File: src/rtl/uart_prog_loader.sv
// uart_prog_loader: parses a UART program frame (count, words, checksum) into instruction memory and replies ACK/NAK.
// Optional LOADER_ECHO_EN: echo every accepted data byte back through the transmitter.
module uart_prog_loader #(
    parameter int DATA_WIDTH     = 32,
    parameter int ADDR_WIDTH     = 8,
    parameter int TIMEOUT_CYCLES = 5_000_000
) (
    input  logic                  clk,
    input  logic                  arst,
    input  logic                  rx_done,
    input  logic [7:0]            rx_data,
    output logic                  tx_start,
    output logic [7:0]            tx_data,
    input  logic                  tx_done,
    output logic                  mem_we,
    output logic [ADDR_WIDTH-1:0] mem_addr,
    output logic [DATA_WIDTH-1:0] mem_wdata,
    output logic                  prog_rdy,
    output logic                  load_err,
    output logic [2:0]            state
);
    localparam int BPW = DATA_WIDTH / 8;
    localparam int BW  = BPW > 1 ? $clog2(BPW) : 1;
    localparam int TW  = $clog2(TIMEOUT_CYCLES + 1);
    localparam logic [7:0] ACK = 8'h06;
    localparam logic [7:0] NAK = 8'h15;
    localparam logic [8:0] MAX_N = 9'(1 << ADDR_WIDTH);

    typedef enum logic [2:0] {IDLE = 3'd0, DATA = 3'd1, WRITE = 3'd2, CSUM = 3'd3, RESP = 3'd4} state_t;
    state_t state_q, state_d;

    logic [ADDR_WIDTH-1:0] addr_q, addr_d;
    logic [DATA_WIDTH-1:0] word_q, word_d;
    logic [7:0]            csum_q, csum_d, tx_data_q, tx_data_d;
    logic [BW-1:0]         byte_idx_q, byte_idx_d;
    logic [8:0]            rem_q, rem_d;
    logic [TW-1:0]         tmo_q, tmo_d;
    logic nak_q, nak_d, sent_q, sent_d, prog_rdy_q, prog_rdy_d, load_err_q, load_err_d, tx_start_q, tx_start_d;
    logic count_ok, last_byte, tmo_hit, resp_go;

`ifdef LOADER_ECHO_EN
    logic echo_busy_q, echo_busy_d, echo_go;
    // A byte arriving while the previous echo is still in flight is simply not echoed.
    assign echo_go     = state_q == DATA && rx_done && (!echo_busy_q || tx_done);
    assign echo_busy_d = echo_go || (echo_busy_q && !tx_done);
    always_ff @(posedge clk or posedge arst)
        if (arst) echo_busy_q <= 1'b0;
        else      echo_busy_q <= echo_busy_d;
`else
    logic echo_busy_d, echo_go;
    assign echo_go     = 1'b0;
    assign echo_busy_d = 1'b0;
`endif

    assign count_ok  = rx_data != 8'd0 && {1'b0, rx_data} <= MAX_N;
    assign last_byte = byte_idx_q == BW'(BPW - 1);
    assign tmo_hit   = (state_q == DATA || state_q == CSUM) && !rx_done && tmo_q == TW'(TIMEOUT_CYCLES - 1);

    always_ff @(posedge clk or posedge arst)
        if (arst) state_q <= IDLE;
        else      state_q <= state_d;

    always_comb begin
        state_d = state_q;
        case (state_q)
            IDLE:    if (rx_done) state_d = count_ok ? DATA : RESP;
            DATA:    if (tmo_hit) state_d = RESP;
                     else if (rx_done && last_byte) state_d = WRITE;
            WRITE:   state_d = rem_q == 9'd1 ? CSUM : DATA;
            CSUM:    if (tmo_hit || rx_done) state_d = RESP;
            RESP:    if (sent_q && tx_done) state_d = IDLE;
            default: state_d = IDLE;
        endcase
    end

    always_comb begin
        addr_d     = addr_q;
        word_d     = word_q;
        csum_d     = csum_q;
        byte_idx_d = byte_idx_q;
        rem_d      = rem_q;
        nak_d      = nak_q;
        sent_d     = sent_q;
        prog_rdy_d = prog_rdy_q;
        load_err_d = load_err_q;
        tx_start_d = 1'b0;
        tx_data_d  = tx_data_q;
        tmo_d      = (state_q == DATA || state_q == CSUM) && !rx_done ? tmo_q + 1'b1 : '0;
        case (state_q)
            IDLE: if (rx_done) begin
                prog_rdy_d = 1'b0;
                nak_d      = !count_ok;
                if (count_ok) begin
                    load_err_d = 1'b0;
                    addr_d     = '0;
                    csum_d     = '0;
                    byte_idx_d = '0;
                    rem_d      = {1'b0, rx_data};
                end
            end
            DATA: if (rx_done) begin
                word_d     = (word_q << 8) | DATA_WIDTH'(rx_data);
                csum_d     = csum_q + rx_data;
                byte_idx_d = last_byte ? '0 : byte_idx_q + 1'b1;
            end else if (tmo_hit) nak_d = 1'b1;
            WRITE: begin
                addr_d = addr_q + 1'b1;
                rem_d  = rem_q - 9'd1;
            end
            CSUM: if (rx_done) nak_d = rx_data != csum_q;
                  else if (tmo_hit) nak_d = 1'b1;
            RESP: if (sent_q && tx_done) begin
                prog_rdy_d = !nak_q;
                load_err_d = nak_q;
                sent_d     = 1'b0;
            end
            default: ;
        endcase
        if (echo_go) begin
            tx_start_d = 1'b1;
            tx_data_d  = rx_data;
        end
        // The reply goes out on the first RESP cycle, or once a pending echo has completed.
        resp_go = state_d == RESP && !sent_q && !echo_busy_d;
        if (resp_go) begin
            tx_start_d = 1'b1;
            tx_data_d  = nak_d ? NAK : ACK;
            sent_d     = 1'b1;
        end
    end

    always_ff @(posedge clk or posedge arst)
        if (arst) begin
            addr_q     <= '0;
            word_q     <= '0;
            csum_q     <= '0;
            byte_idx_q <= '0;
            rem_q      <= '0;
            tmo_q      <= '0;
            nak_q      <= 1'b0;
            sent_q     <= 1'b0;
            prog_rdy_q <= 1'b0;
            load_err_q <= 1'b0;
            tx_start_q <= 1'b0;
            tx_data_q  <= 8'h00;
        end else begin
            addr_q     <= addr_d;
            word_q     <= word_d;
            csum_q     <= csum_d;
            byte_idx_q <= byte_idx_d;
            rem_q      <= rem_d;
            tmo_q      <= tmo_d;
            nak_q      <= nak_d;
            sent_q     <= sent_d;
            prog_rdy_q <= prog_rdy_d;
            load_err_q <= load_err_d;
            tx_start_q <= tx_start_d;
            tx_data_q  <= tx_data_d;
        end

    always_comb begin
        mem_we    = state_q == WRITE;
        mem_addr  = addr_q;
        mem_wdata = word_q;
        tx_start  = tx_start_q;
        tx_data   = tx_data_q;
        prog_rdy  = prog_rdy_q;
        load_err  = load_err_q;
        state     = state_q;
    end
endmodule

File: config.mk
export PLATFORM = sky130hd
export DESIGN_NAME = uart_prog_loader
export DESIGN_NICKNAME = d
export VERILOG_FILES = /design/src/rtl/uart_prog_loader.sv
export SDC_FILE = /design/constraint.sdc
export NUM_CORES = 1
export LEC_CHECK = 0
export ABC_AREA = 1
export BUFFER_PORTS_ARGS = -buffer_cell sky130_fd_sc_hd__buf_4
export CAP_MARGIN = 20
export CORE_UTILIZATION = 45
export DETAILED_ROUTE_END_ITERATION = 10
export GPL_TIMING_DRIVEN = 0
export PLACE_DENSITY = 0.68
export SLEW_MARGIN = 20
export SYNTH_ARGS = -nofsm -noshare
export SYNTH_HDL_FRONTEND = slang
export SYNTH_SLANG_ARGS = --single-unit
File: constraint.sdc
create_clock -name clk -period 3.9 [get_ports clk]
set_clock_uncertainty 0.2 [all_clocks]
set_input_delay 0.585 -clock clk [delete_from_list [all_inputs] [get_ports clk]]
set_output_delay 0.585 -clock clk [all_outputs]
set_load 0.05 [all_outputs]
==> impl_summary.md, run 1 <==
Synth
The unique cell type count in the Yosys netlist is 48. By area the synthesized netlist is led by sky130_fd_sc_hd__dfrtp_1 (47%), sky130_fd_sc_hd__nand2_1 (12%), sky130_fd_sc_hd__inv_1 (5.0%). Synthesis handed over a netlist of between 600 and 700 instances.

The most repeated cell in the gate-level netlist after synthesis is sky130_fd_sc_hd__nand2_1. After synthesis, flip-flops and latches occupy 46.6% of the total area. After synthesis the netlist holds a flip-flop and latch count of 93. Sorting the synthesized cells by how often they occur yields sky130_fd_sc_hd__nand2_1 (161), sky130_fd_sc_hd__dfrtp_1 (93), sky130_fd_sc_hd__inv_1 (67). The cell area after synthesis is approximately 5000 µm². The top flip-flop cell by instance count after synthesis is sky130_fd_sc_hd__dfrtp_1. During synthesis, Yosys emitted a total of 0 warnings.

The average instance in the mapped netlist occupies roughly 8.1 µm². The library cell with the largest summed area after synthesis is sky130_fd_sc_hd__dfrtp_1. The synthesized design devotes to its leading area cell type 46.6% of total area. The number of synthesized flops with an enable pin is 0. Of all flip-flops after synthesis, the portion carrying an async set or reset was 100%.

Global routing
Entering global routing, the biggest net connects just under 50 pins. The total global routing track utilization is between 20% and 30%. The initial antenna violation count is 0.

The via count of the first global-routing pass is between 4000 and 5000. The remaining global-route overflow is 0. The global-route wire length before repair is ~19000 µm.

Floorplanning
The number of top-level pins is 67. The effective utilization at floorplan is 46.1%. The die height is 107 µm. Measured along the x axis, the die boundary spans 107 µm. In this run the standard cell core region covers 10800 µm². The overall die area is about 12000 µm².

The cell row count is 38.

Pwr
Dividing total power by cell area gives a power density of slightly above 700 nW/µm². The total power consumption of the routed design is around 4.3 mW. The standby leakage power is 2.96 nW.

The peak supply drop is roughly 0.00054 V.

STA
The clock period minus worst slack is ~2.6 ns. The count of final hold-check violations is 0. Setup violations remaining at the end of the flow were counted as 0. Setup repair after global routing left no endpoint under its margin. In the finished design, the share of the clock period the worst path needs comes to 66.9%. The number of max-slew violations in the final report is 0. The fmax is about 380 MHz. Setup slack on the critical path of the routed design comes to approximately 1.3 ns. The total negative slack is 0 ns.

Clock tree
The total of hold buffers inserted after clock tree synthesis is 0. Once the clock tree was built, the setup fixing pass inserted 0 buffers. After clock tree synthesis, the clock-pin slew on the worst setup and hold paths is 0.10 ns. The H-tree was split into 3 levels. The total number of clock tree sinks is between 90 and 100. The number of gates resized after CTS was 0. The clock root buffer is sky130_fd_sc_hd__clkbuf_8.

The maximum root-to-sink buffer count is 2. TritonCTS built the clock tree. The insertion delay to the later sink of the worst-skew pair is about 0.38 ns. The number of clock buffers added by TritonCTS is 9.

Routing
The final routed wirelength across all metal layers is 11000 µm. Using the TritonRoute via totals, the vias-per-cell ratio works out to 5.11. The first detailed-routing pass ran for 8 iterations. The number of violations reported at the end of detailed-routing iteration 0 is between 200 and 300. The via count is 4275. The detail-routed net length per standard cell is approximately 13 µm. The number of remaining DRC errors is 2. The detail route stage leaves a number of antenna-violating nets equal to 0.

Outcome
The run finished, with violations left. The final reports fail on DRC.

Placed design
The cell area after placement is around 5700 µm². The weighted congestion at the end of routability-driven global placement is 0.861. Prior to clock tree synthesis, the placed netlist has a worst setup slack of roughly 1.5 ns. The estimated wirelength of the detail-placed design is approximately 8200 µm. Input and output buffers added on the ports amount to ~60.

Setup path
The critical path's largest stage delay is ~0.47 ns. The class of the most critical setup path is flop to output port. In this run the register-to-register setup slack is 1.86 ns.

The largest individual stage delay along the critical path comes from the cell sky130_fd_sc_hd__dfrtp_1. Traced cell by cell, the critical path runs through nor3_2, buf_2, buf_4. The launching point of the worst reg2reg path is csum_q[0]. The launching element type of the critical path is a flop. STA puts the critical path data required time at between 3 and 4 ns. Of all nets on the critical path, the largest fanout is 10. The arrival time at the worst endpoint is 1.83 ns. In this run the worst setup path begins at state[2]. The worst setup path is captured at an output port.

Final layout
The final core utilization is a little over half. The fraction of final layout cells with drive strength greater than 1 is 21.1%. The layout has ~1000 filler cells. From synthesis to final layout, the design area changed by 18.6%. The antenna diode instance count is 0.

In the final design database the tool counted just over 700 nets. The final instance area is roughly 5900 µm².

Flow run
The number of violations of the max-capacitance limit is 0.

Min path
The class of the most critical hold timing path is input port to async pin.
-- cell type report --
class / instances / area (µm²) / area share (%)
Clock inverter: 7 / 128 / 2.15
Timing Repair Buffer: 62 / 485 / 8.19
Inverter: 78 / 302 / 5.09
Sequential cell: 93 / 2330 / 39.3
Clock buffer: 9 / 124 / 2.09
Tap cell: 140 / 175 / 2.96
Multi-Input combinational cell: 428 / 2270 / 38.3
Buffer: 19 / 118 / 1.98
-- stage by stage --
step | cells | hold WS [ns]
2_1_floorplan | 618 | 0.246
5_1_grt | 836 | 0.0326
4_1_cts | 836 | 0.0209
3_3_place_gp | 819 | 0.251
6_report | 836 | 0.00956
3_5_place_dp | 820 | 0.264
-- cell families after synthesis --
kind of cell / share of synthesized area, %
AOI/OAI and AO/OA: 10.8
and+or+nand+nor: 28.8
other: 0.0750
buffers and inverters: 8.29
xor gates and xnor gates: 2.10
DFF: 46.6
adders and majority gates: 3.40
-- report_power, final --
group          switching, mW  internal [mW]  total, mW
Clock                  0.371          0.437      0.808
Sequential             0.208           1.24       1.45
Combinational           1.42          0.628       2.05
-- cells in the final DEF (no fill, tap or decap), types with 5 or more instances in the layout --
| cell type | n |
|---|---|
| sky130_fd_sc_hd__inv_2 | 9 |
| sky130_fd_sc_hd__dfrtp_1 | 93 |
| sky130_fd_sc_hd__nor3_1 | 14 |
| sky130_fd_sc_hd__a21oi_1 | 20 |
| sky130_fd_sc_hd__buf_2 | 10 |
| sky130_fd_sc_hd__ha_1 | 12 |
| sky130_fd_sc_hd__nor2_1 | 45 |
| sky130_fd_sc_hd__nand4_1 | 9 |
| sky130_fd_sc_hd__clkbuf_8 | 9 |
| sky130_fd_sc_hd__nand2_2 | 12 |
| sky130_fd_sc_hd__o21ai_0 | 50 |
| sky130_fd_sc_hd__buf_4 | 66 |
| sky130_fd_sc_hd__nor2_4 | 5 |
| sky130_fd_sc_hd__inv_1 | 66 |
| sky130_fd_sc_hd__nand2_1 | 161 |
| sky130_fd_sc_hd__xor2_1 | 11 |
| sky130_fd_sc_hd__nand3_1 | 35 |
| sky130_fd_sc_hd__o21ai_1 | 9 |
-- state kept, by name, summed over array words and instances, names as in the netlist --
name	count
prog_rdy	1
tmo_q	23
mem_addr	8
rem_q	9
tx_data	3
state	3
sent_q	1
csum_q	8
mem_wdata	32
nak_q	1
tx_start	1
byte_idx_q	2
load_err	1
-- worst max-delay path, delay by kind of cell (launching register included) --
family                 cells  cell delay (ns)
buffers and inverters      2             0.54
and+or+nand+nor            1             0.43
DFF                        1             0.47
-- metal layers --
metal	part of all wire (%)	global-route usage, %	wire, µm
met1	48	28.2	5290
met2	46	33.3	5060
met3	4.6	3.33	504
met4	1.5	7.63	161
met5	0	0	0
-- final timing paths --
check                                end  cells past startpoint
max                               mem_we                      3
min                        mem_wdata[29]                      2
max reg2reg                    csum_q[6]                     11
min reg2reg                   tx_data[2]                      2
max in group asynchronous      tmo_q[21]                      3
min in group clk            mem_wdata[0]                      3
(Power assumes the default switching activity.)
==> run 2: changes to the inputs <==
--- a/config.mk
+++ b/config.mk
@@ -5,13 +5,13 @@
 export SDC_FILE = /design/constraint.sdc
 export NUM_CORES = 1
 export LEC_CHECK = 0
-export ABC_AREA = 1
+export ABC_AREA = 0
 export BUFFER_PORTS_ARGS = -buffer_cell sky130_fd_sc_hd__buf_4
 export CAP_MARGIN = 20
 export CORE_UTILIZATION = 45
 export DETAILED_ROUTE_END_ITERATION = 10
 export GPL_TIMING_DRIVEN = 0
-export PLACE_DENSITY = 0.68
+export PLACE_DENSITY = 0.71
 export SLEW_MARGIN = 20
 export SYNTH_ARGS = -nofsm -noshare
 export SYNTH_HDL_FRONTEND = slang
==> constraint.sdc (replaced) <==
create_clock -name clk -period 2.4 [get_ports clk]
set_clock_uncertainty 0.2 [all_clocks]
set_input_delay 0.36 -clock clk [delete_from_list [all_inputs] [get_ports clk]]
set_output_delay 0.36 -clock clk [all_outputs]
set_load 0.05 [all_outputs]
==> impl_summary.md, run 2 <==
Setup path
The worst register-to-register path begins at tmo_q[10]. The largest fanout on the critical path is 6 (-4). The setup path with the least slack is of type flop to flop.

The worst flop-to-flop path endpoint is tx_data[0]. The critical path's largest stage delay was 0.54 ns (+0.07 ns). The critical path goes through or4b_4, or4_4, a21oi_4, mux2_4. The critical-path cell with the highest stage delay is sky130_fd_sc_hd__or4b_4. The arrival time at the worst endpoint is 2.42 ns (+0.59 ns). STA classifies the critical path startpoint as a flop. The buffering stage count on the worst path with inverters included is 0 (-2). The kind of capture point of the worst setup path is a flop. The cell family contributing the most delay on the critical path is simple AND/OR/NAND/NOR gates. The register-to-register setup slack is 0.04 ns (-1.82 ns).

The data required time at the worst endpoint is 2.45 ns (-0.67 ns). The depth of the worst register-to-register path came to 4 (-7).

Synth
The area share of xor/xnor cells in the synthesized design is 5.15% (+3.0 points). The number of synthesized flops with an enable pin is 0 (unchanged). The total number of yosys warnings is 0 (unchanged). The largest family of logic cells by synthesized area is simple AND/OR/NAND/NOR gates. The async set-or-reset flop fraction in the synthesized netlist is 100% (unchanged). After synthesis, the cell types taking the most area are sky130_fd_sc_hd__dfrtp_1 (51%), sky130_fd_sc_hd__mux2_2 (7.8%), sky130_fd_sc_hd__nor2_1 (3.3%). The synthesized-area fraction occupied by and/or/nand/nor cells is 18.8% (-10 points). The most repeated cell in the gate-level netlist after synthesis is sky130_fd_sc_hd__dfrtp_1. The cell area after synthesis is 4590 µm² (-8.1%).

The synthesized-area fraction occupied by adder cells is 3.70% (+0.30 points). The average size of a mapped cell is 10.6 µm² (+31%). The top-area cell type share of the netlist area is 50.7% (+4.1 points). The mux share of post-synthesis cell area is 8.82% (+8.8 points). Of all cell types, the one taking the most synthesized area is sky130_fd_sc_hd__dfrtp_1. The number of instances in the synthesized netlist is 432 (-30%). The compound-cell area share of the yosys netlist came to 9.56% (-1.2 points).

The sequential cell area fraction in the yosys report came to 50.7% (+4.1 points). The unique cell type count in the Yosys netlist came to 56 (+17%). The most used flip-flop cell after synthesis is sky130_fd_sc_hd__dfrtp_1.

The count of state elements after synthesis is 93 (unchanged). The commonest cells after synthesis are sky130_fd_sc_hd__dfrtp_1 (93), sky130_fd_sc_hd__nor2_1 (41), sky130_fd_sc_hd__mux2_2 (32).

Routing
The via count was 3541 (-17%). The count of antenna-violating nets left after detailed routing came to 0 (unchanged). The final routed wirelength across all metal layers is 9940 µm (-9.8%). The number of remaining DRC errors is 0 (-2). The detail-routed net length per standard cell was 15.2 µm (+15%). The number of violations reported at the end of detailed-routing iteration 0 is 138 (-47%). The ratio of routed vias to standard cells is 5.41 (+5.9%). The detailed-routing iteration count for the pre-antenna-repair pass was 5 (-3).

Global routing
The total global routing track utilization is 20.3% (-0.37 points). The initial antenna violation count is 0 (unchanged). The largest net degree at the start of global routing is 32 (-35%).

The global-route wire length before repair is 16500 µm (-13%). The via count of the first global-routing pass is 3359 (-16%). The remaining global-route overflow came to 0 (unchanged).

Pwr
The sequential share of power is 35.9% (+2.2 points). The power per cell area came to 1240 nW/µm² (+71%). The internal power contribution is 3.76 mW (+63%). The switching portion of total power is 46.0% (-0.43 points). The net switching power figure is 3.20 mW (+60%). The total power consumption of the routed design came to 6.96 mW (+62%).

The relative contribution of combinational cells to total power came to 49.6% (+2.1 points). The clock group share of total power was 14.5% (-4.3 points). The standby leakage power is 2.49 nW (-16%). The peak supply drop is 0.000815 V (+52%).

Final layout
The filler cell count in the final layout is 879 (-13%). The number of cells in the finished layout apart from fillers is 654 (-22%). In the layout the commonest cells are sky130_fd_sc_hd__dfrtp_1 (90), sky130_fd_sc_hd__buf_4 (72), sky130_fd_sc_hd__nor2_1 (40). The area taken by flip-flops and latches is 2330 µm² (+0.16%). The number of flip-flops in the largest register was 32 (unchanged). The fraction of final layout cells with drive strength greater than 1 came to 29.8% (+8.6 points). The synthesis-to-layout area growth is 21.9%. Leaving out fill and tap cells, the most frequent cell in the layout is sky130_fd_sc_hd__dfrtp_1. The antenna diode instance count is 0 (unchanged). The total area of multi-input combinational cells is 2160 µm² (-5.0%). The final net count was 541 (-24%).

Min path
For hold timing, the worst endpoint is mem_wdata[0]. The class of the most critical hold timing path is input port to flop. The worst hold path begins at rx_data[0]. The worst hold path stage count is 2.

STA
The clock period minus worst slack is 2.36 ns. The count of final hold-check violations was 0 (unchanged). Setup repair after global routing could not meet its margin everywhere. The number of max-slew violations in the final report is 0 (unchanged). The final setup violation count is 0 (unchanged). Measured against its own limit, the worst slew margin works out to 54.3%. The slew at the pin with the worst max-slew slack is between 0.6 and 0.7 ns. The fmax is 423 MHz. In the finished design, the share of the clock period the worst path needs comes to 98.5%.

Floorplanning
The die height came to 103 µm (-4.1%). The cell row count is 36 (-5.3%). The horizontal die dimension was 103 µm (-4.1%).

The effective utilization at floorplan was 46.8% (+0.68 points). The number of top-level pins is 67 (unchanged). The total core area is 9820 µm² (-9.4%). The overall die area came to 10600 µm² (-7.9%).

Clock tree
The maximum root-to-sink buffer count is 2 (unchanged). The insertion delay to the later sink of the worst-skew pair came to 0.36 ns (-0.02 ns). The maximum level of the CTS H-tree is 3 (unchanged). The clock-pin slew of the registers on the worst-case setup and hold paths is 0.10 ns (about the same). The total number of clock tree sinks is 93 (unchanged).

CTS placed an instance of sky130_fd_sc_hd__clkbuf_8 at the clock tree root. The TritonCTS clock tree is done. The CTS buffer count is 9 (unchanged).

Outcome
The flow ran to the end, and the final reports show no timing, DRC or antenna violations.

Placed design
The estimated wirelength of the detail-placed design came to 7220 µm (-12%). The port buffer count is 62 (+1.6%). The number of instances in the placed design is 633 (-23%).

The weighted congestion at the end of routability-driven global placement came to 0.927 (+7.6%).

Flow run
The number of violations of the max-capacitance limit came to 0 (unchanged).
run 2: changes by cell type in the layout (fill, tap and decap cells not counted), moves of 10 or more:
| cell | delta |
|---|---|
| sky130_fd_sc_hd__nand3_1 | -10 |
| sky130_fd_sc_hd__nand2_1 | -136 |
| sky130_fd_sc_hd__o21ai_0 | -30 |
| sky130_fd_sc_hd__xnor2_1 | +14 |
| sky130_fd_sc_hd__mux2_2 | +32 |
| sky130_fd_sc_hd__nand2_2 | -12 |
| sky130_fd_sc_hd__inv_1 | -55 |
run 2: power by group through the flow:
stage / clock network [mW] / registers (mW) / logic [mW]
after floorplan: 0 / 3.62 / 1.32
after global placement: 0 / 2.50 / 3.32
after detailed placement: 0 / 2.52 / 3.41
after CTS: 1.04 / 2.50 / 3.46
after global routing: 1.11 / 2.57 / 3.69
final: 1.01 / 2.50 / 3.45
run 2: metrics by stage:
step | util, % | setup slack (ns) | hold WS [ns] | area, µm² | TNS, ns
after floorplan | - | 0.0127 | 0.253 | 4620 | 0
after global placement | 53.5 | -0.124 | 0.258 | 5250 | -2.11
after detailed placement | 54.2 | -0.156 | 0.192 | 5320 | -4.27
after CTS | 56.8 | 0.00667 | 0.0564 | 5570 | 0
after global routing | 57.0 | -0.0279 | 0.0523 | 5600 | -0.0417
final | 57.0 | 0.0366 | 0.0714 | 5600 | 0
run 2: cells by family (layout without fill, tap and decap cells):
| family | Yosys count | count (layout) |
|---|---|---|
| compound gates | 66 | 66 |
| fa+ha+maj | 13 | 13 |
| simple gates | 164 | 164 |
| buf+inv | 32 | 118 |
| mux | 36 | 36 |
| xor+xnor | 27 | 27 |
| other cells | 1 | 4 |
| flops | 93 | 93 |
run 2: repair_timing:
action                                  CTS  global route
pin swaps                                 3             1
hold buffers                              1             0
endpoints found under the hold margin    13             0
endpoints found under the setup margin   33            12
gates resized for setup                  11             9
buffers inserted                          4             1
gates cloned                              0             0
run 2: area by class of cell:
cell class / count / area share, %
Timing Repair Buffer: 71 / 10.5
Tap cell: 133 / 2.97
Buffer: 18 / 2.01
Inverter: 13 / 1.03
Clock buffer: 9 / 2.21
Sequential cell: 93 / 41.6
Clock inverter: 7 / 1.16
Multi-Input combinational cell: 310 / 38.5
run 2: worst max-delay path by stage:
stage	from	to	slack, ns	cells after the start
3_5_place_dp	state[2]	mem_wdata[13]	-0.16	5
2_1_floorplan	state[0]	tx_data[0]	0.01	6
6_report	tmo_q[10]	tx_data[0]	0.04	4
5_1_grt	state[0]	tx_data[0]	-0.03	6
3_3_place_gp	state[0]	mem_we	-0.12	6
4_1_cts	state[0]	mem_we	0.007	5
run 2: routing by layer:
metal / global-route usage, % / vias up / part of all wire, %
met5: 0 / - / 0
met4: 6.83 / 0 / 1.3
met3: 5.08 / 15 / 4.6
met2: 32.7 / 83 / 49
met1: 27.0 / 1720 / 45
li1: - / 1723 / -
